--- config.mk ---
export PLATFORM = sky130hd
export DESIGN_NAME = branch_resolve_unit
export DESIGN_NICKNAME = d
export VERILOG_FILES = /design/src/rtl/branch_resolve_unit.sv
export SDC_FILE = /design/constraint.sdc
export NUM_CORES = 1
export LEC_CHECK = 0
export BUFFER_PORTS_ARGS = -buffer_cell sky130_fd_sc_hd__buf_2
export CAP_MARGIN = 20
export CORE_MARGIN = 10
export CORE_UTILIZATION = 25
export CTS_CLUSTER_SIZE = 40
export DETAILED_ROUTE_END_ITERATION = 10
export GPL_TIMING_DRIVEN = 0
export PLACE_DENSITY = 0.4
export SLEW_MARGIN = 20
export SYNTH_ARGS = -nofsm -noshare
export SYNTH_HDL_FRONTEND = slang
export SYNTH_SLANG_ARGS = --single-unit
--- constraint.sdc ---
create_clock -name in_Clk -period 3.1 [get_ports in_Clk]
set_clock_uncertainty 0.05 [all_clocks]
set_input_delay 0.155 -clock in_Clk [delete_from_list [all_inputs] [get_ports in_Clk]]
set_output_delay 0.155 -clock in_Clk [all_outputs]
set_load 0.02 [all_outputs]
--- src/rtl/branch_resolve_unit.sv ---
// branch_resolve_unit: in-order queue of fetch predictions resolved in EX into BPU hit/mispredict; BRU_STATS_EN adds pop/mispredict counters.
module branch_resolve_unit #(
  parameter int DEPTH = 4,
  parameter int PC_WIDTH = 9
) (
  input  logic                in_Clk,
  input  logic                in_Rst_N,
  input  logic                in_pred_valid,
  input  logic [PC_WIDTH-1:0] in_PC,
  input  logic                in_pred_bimodal,
  input  logic                in_pred_gshare,
  input  logic                in_pred_final,
  input  logic                in_res_valid,
  input  logic                in_res_taken,
  output logic                out_full,
  output logic                out_empty,
  output logic                out_hit_valid,
  output logic [1:0]          out_hit,
  output logic [PC_WIDTH-1:0] out_update_PC,
  output logic                out_mispredict,
  output logic                out_err
`ifdef BRU_STATS_EN
  ,
  output logic [15:0]         out_stat_branches,
  output logic [15:0]         out_stat_mispred
`endif
);
  localparam int AW = $clog2(DEPTH);
  logic [PC_WIDTH-1:0] pc_mem [DEPTH];
  logic [DEPTH-1:0] bim_mem, gsh_mem, fin_mem;
  logic [AW-1:0] rd_ptr, wr_ptr;
  logic [AW:0] count;
  logic pop, push, mis;
  assign out_full = count == (AW+1)'(DEPTH);
  assign out_empty = count == '0;
  assign pop = in_res_valid && !out_empty;
  assign mis = pop && (fin_mem[rd_ptr] != in_res_taken);
  assign push = in_pred_valid && (!out_full || pop);
  always_ff @(posedge in_Clk or negedge in_Rst_N)
    if (!in_Rst_N) begin
      rd_ptr <= '0;
      wr_ptr <= '0;
      count <= '0;
      out_hit_valid <= 1'b0;
      out_hit <= '0;
      out_update_PC <= '0;
      out_mispredict <= 1'b0;
      out_err <= 1'b0;
    end else begin
      out_hit_valid <= pop;
      out_mispredict <= mis;
      if (pop) begin
        out_hit <= {gsh_mem[rd_ptr] == in_res_taken, bim_mem[rd_ptr] == in_res_taken};
        out_update_PC <= pc_mem[rd_ptr];
      end
      if ((in_pred_valid && !push) || (in_res_valid && !pop)) out_err <= 1'b1;
      // a mispredict makes every younger entry (and any same-cycle push) wrong-path
      if (mis) begin
        rd_ptr <= '0;
        wr_ptr <= '0;
        count <= '0;
      end else begin
        if (pop) rd_ptr <= rd_ptr + 1'b1;
        if (push) wr_ptr <= wr_ptr + 1'b1;
        count <= count + (AW+1)'(push) - (AW+1)'(pop);
      end
    end
  always_ff @(posedge in_Clk)
    if (push && !mis) begin
      pc_mem[wr_ptr] <= in_PC;
      bim_mem[wr_ptr] <= in_pred_bimodal;
      gsh_mem[wr_ptr] <= in_pred_gshare;
      fin_mem[wr_ptr] <= in_pred_final;
    end
`ifdef BRU_STATS_EN
  always_ff @(posedge in_Clk or negedge in_Rst_N)
    if (!in_Rst_N) begin
      out_stat_branches <= '0;
      out_stat_mispred <= '0;
    end else begin
      if (pop && out_stat_branches != 16'hFFFF) out_stat_branches <= out_stat_branches + 1'b1;
      if (mis && out_stat_mispred != 16'hFFFF) out_stat_mispred <= out_stat_mispred + 1'b1;
    end
`endif
endmodule

==> flow_summary.ini <==
[run_status]
status = completed

[worst_setup_path]
critical_path_arrival_ps = 2600
end_kind = register
crit_path_max_fanout = 9
startpoint_type = register
worst_ep_required_time_ps = 3260
r2r_setup_slack_ps = 660
crit_type = reg2reg

[power_and_ir_drop]
vdd_drop_max_mv = 0.237
p_leak_nw = 1.35
p_total_mw = 3.03
powerDensity_nw_per_um2 = 876

[timing]
setup_violations = 0
hold_viol_final = 0
min_period_over_period_pct = 78.9
rsz0062_at_grt = false
tightest_slew_ps = 733
relSlewSlack_pct = 50.9
fin_crit_ps = 2440
hold_ws_ps = 9.91
fmax_mhz = 409
fin_setup_tns_ps = 0
finalMaxSlewViolations = 0

[logic_synthesis]
synthSimpleGateAreaFrac_pct = 7.52
syn_inst = 165
synth_top_area_cell = edfxtp_1
synth_warnings = 0
yosysSeqAreaShare_pct = 71.7
synth-xor-area-share_pct = 1.92
synth-compound-area-share_pct = 3.19
synth_area_leaders = edfxtp_1 (53%), dfrtp_1 (19%), mux4_2 (9.0%), nand2_1 (4.4%), ha_1 (2.3%)
synth_top_area_share_pct = 52.5
synth.avg_cell_area_um2 = 16.6
syn_nets = 188
syn_area_um2 = 2740
synth.ff_latch_count = 69
synth_top_family_by_area = multiplexers
netlist-cell-type-count = 26
synthAdderAreaFrac_pct = 3.01
synth_mux_area_share_pct = 10.7

[global_route]
grt_max_degree = 22
grt_use_total_pct = 7.50
grt_pass1_vias = 1677
grt_pass1_wl_um = 9110
grt-ovfl-total = 0
grt_antenna_before_repair = 0

[detailed_routing]
vias_per_cell = 3.97
drtIter0Drc = 32
wirelength_um = 5450
route.detailed.drc = 0
ant_nets = 0
wire_per_inst_um = 14.8
dr.pass1.iters = 2
vias = 1464

[placed_design]
io_buffers = 32
gp_congestion = 0.701
hpwl_um = 3960
dpl.cell_count = 341

[flow_run]
maxCapViolCount = 0

[cells_and_area]
diodes = 0
drive_gt1_share_pct = 33.2
fin_nets = 247
final_util_pct = 32.0
seq_area_um2 = 1970
areaGrowthSynthToFinish_pct = 26.0
fin_cells = 369
fill_cells = 1039
multi_input_area_um2 = 742

[floorplan]
die_h_um = 125
die_w_um = 125
rows = 38
die-area_um2 = 15600
start_util_pct = 25.4
coreArea_um2 = 10800
floorplan.io_pins = 33

[cts]
cts_max_level = 3
ctsLongestPathBuffers = 2
post-cts-setup-buffer-count = 0
clkSinkCount = 69
cts_buffers = 9
clock-root-buffer = clkbuf_8
cts_tree = built
clkLatencyLatePin_ps = 340
path_clk_slew_ps = 70

[worst_hold_path]
hp-class = in2reg
[sequential cells by signal, summed over array words and instances (netlist names)]
register,cells
out_mispredict,1
out_hit_valid,1
out_update_PC,9
pc_mem,36
out_hit,2
bim_mem,4
gsh_mem,4
rd_ptr,2
out_err,1
fin_mem,4
wr_ptr,2
count,3
[repair_timing]
item                                    4_1_cts  5_1_grt
endpoints found under the setup margin        0        0
hold endpoints to repair                     65        0
gates resized for setup                       0        0
hold buffers                                 12        0
[synth_stat cells]
library cell / instances
inv_2: 1
o21ai_1: 4
xor2_1: 3
nand2b_1: 1
ha_1: 5
mux2_4: 1
inv_1: 4
dfrtp_1: 21
nand3_1: 1
buf_2: 5
o41ai_4: 1
mux4_2: 11
nand2_1: 32
nor2_1: 6
clkbuf_1: 1
a211oi_4: 1
nor2b_1: 2
a21oi_1: 1
mux2i_1: 3
nor3_1: 2
nor3b_1: 4
buf_4: 1
o21bai_1: 2
xnor2_1: 3
fa_1: 1
edfxtp_1: 48
[logic make-up after synthesis]
kind of cell               Yosys count
AOI/OAI and AO/OA                    9
xor gates and xnor gates             6
adders and majority gates            6
buffers and inverters               12
DFF                                 69
muxes                               15
and+or+nand+nor                     48
[per-stage QoR]
stage / cell area [um2] / setup slack, ps
after global placement: 3080 / -536
after floorplan: 2740 / 190
after CTS: 3460 / 593
final: 3460 / 655
after global routing: 3460 / 394
after detailed placement: 3140 / 605
[area by class of cell]
cell class	count	share of cell area (%)
Buffer	7	1.05
Clock buffer	11	4.09
Clock inverter	5	1.74
Inverter	5	0.543
Multi-Input combinational cell	84	21.5
Sequential cell	69	56.9
Tap cell	140	5.07
Timing Repair Buffer	48	9.19
[where the power goes]
part	switching (mW)	total (mW)	leakage (nW)	internal [mW]
Sequential	0.0958	1.32	0.695	1.23
Combinational	0.565	0.965	0.552	0.401
Clock	0.344	0.739	0.0995	0.395
Total	1.00	3.03	1.35	2.02
[metal layers]
metal  up-vias  GRT usage, %  part of all wire [%]
li1        714             -                     -
met1       717          8.60                    44
met2        23          12.4                    51
met3        10          2.09                   3.4
met4         0          3.91                   2.3
met5         -             0                     0
[cells in the final DEF (no fill, tap or decap), types with 4 or more instances in the layout]
cell type      Yosys  routed
dfrtp_1           21      21
nor3b_2            0       4
nand2_1           32      32
dlygate4sd3_1      0      12
ha_1               5       5
mux4_2            11      11
buf_2              5      37
edfxtp_1          48      48
nor2_1             6       6
o21ai_1            4       4
clkbuf_8           0      10
inv_1              4       4
[worst max-delay path, stage by stage (launching register included)]
cell	delay, ps
dfrtp_1	470
nor3_1	240
nand2b_1	130
buf_2	240
inv_2	100
o21bai_1	160
ha_1	160
inv_1	40
fa_1	370
xnor2_1	170
xnor2_1	130
nor2_1	50
[worst paths after layout]
path,start,cells after the start,endpoint
worst min-delay path,in_PC[0],1,pc_mem[1][0]
worst max-delay path,count[1],11,count[2]
max in group asynchronous,in_Rst_N,2,out_update_PC[3]
worst max register to register,count[1],11,count[2]
min in group asynchronous,in_Rst_N,2,out_update_PC[0]
worst min register to register,out_update_PC[4],2,out_update_PC[4]
Power figures use the tool's default switching activity.
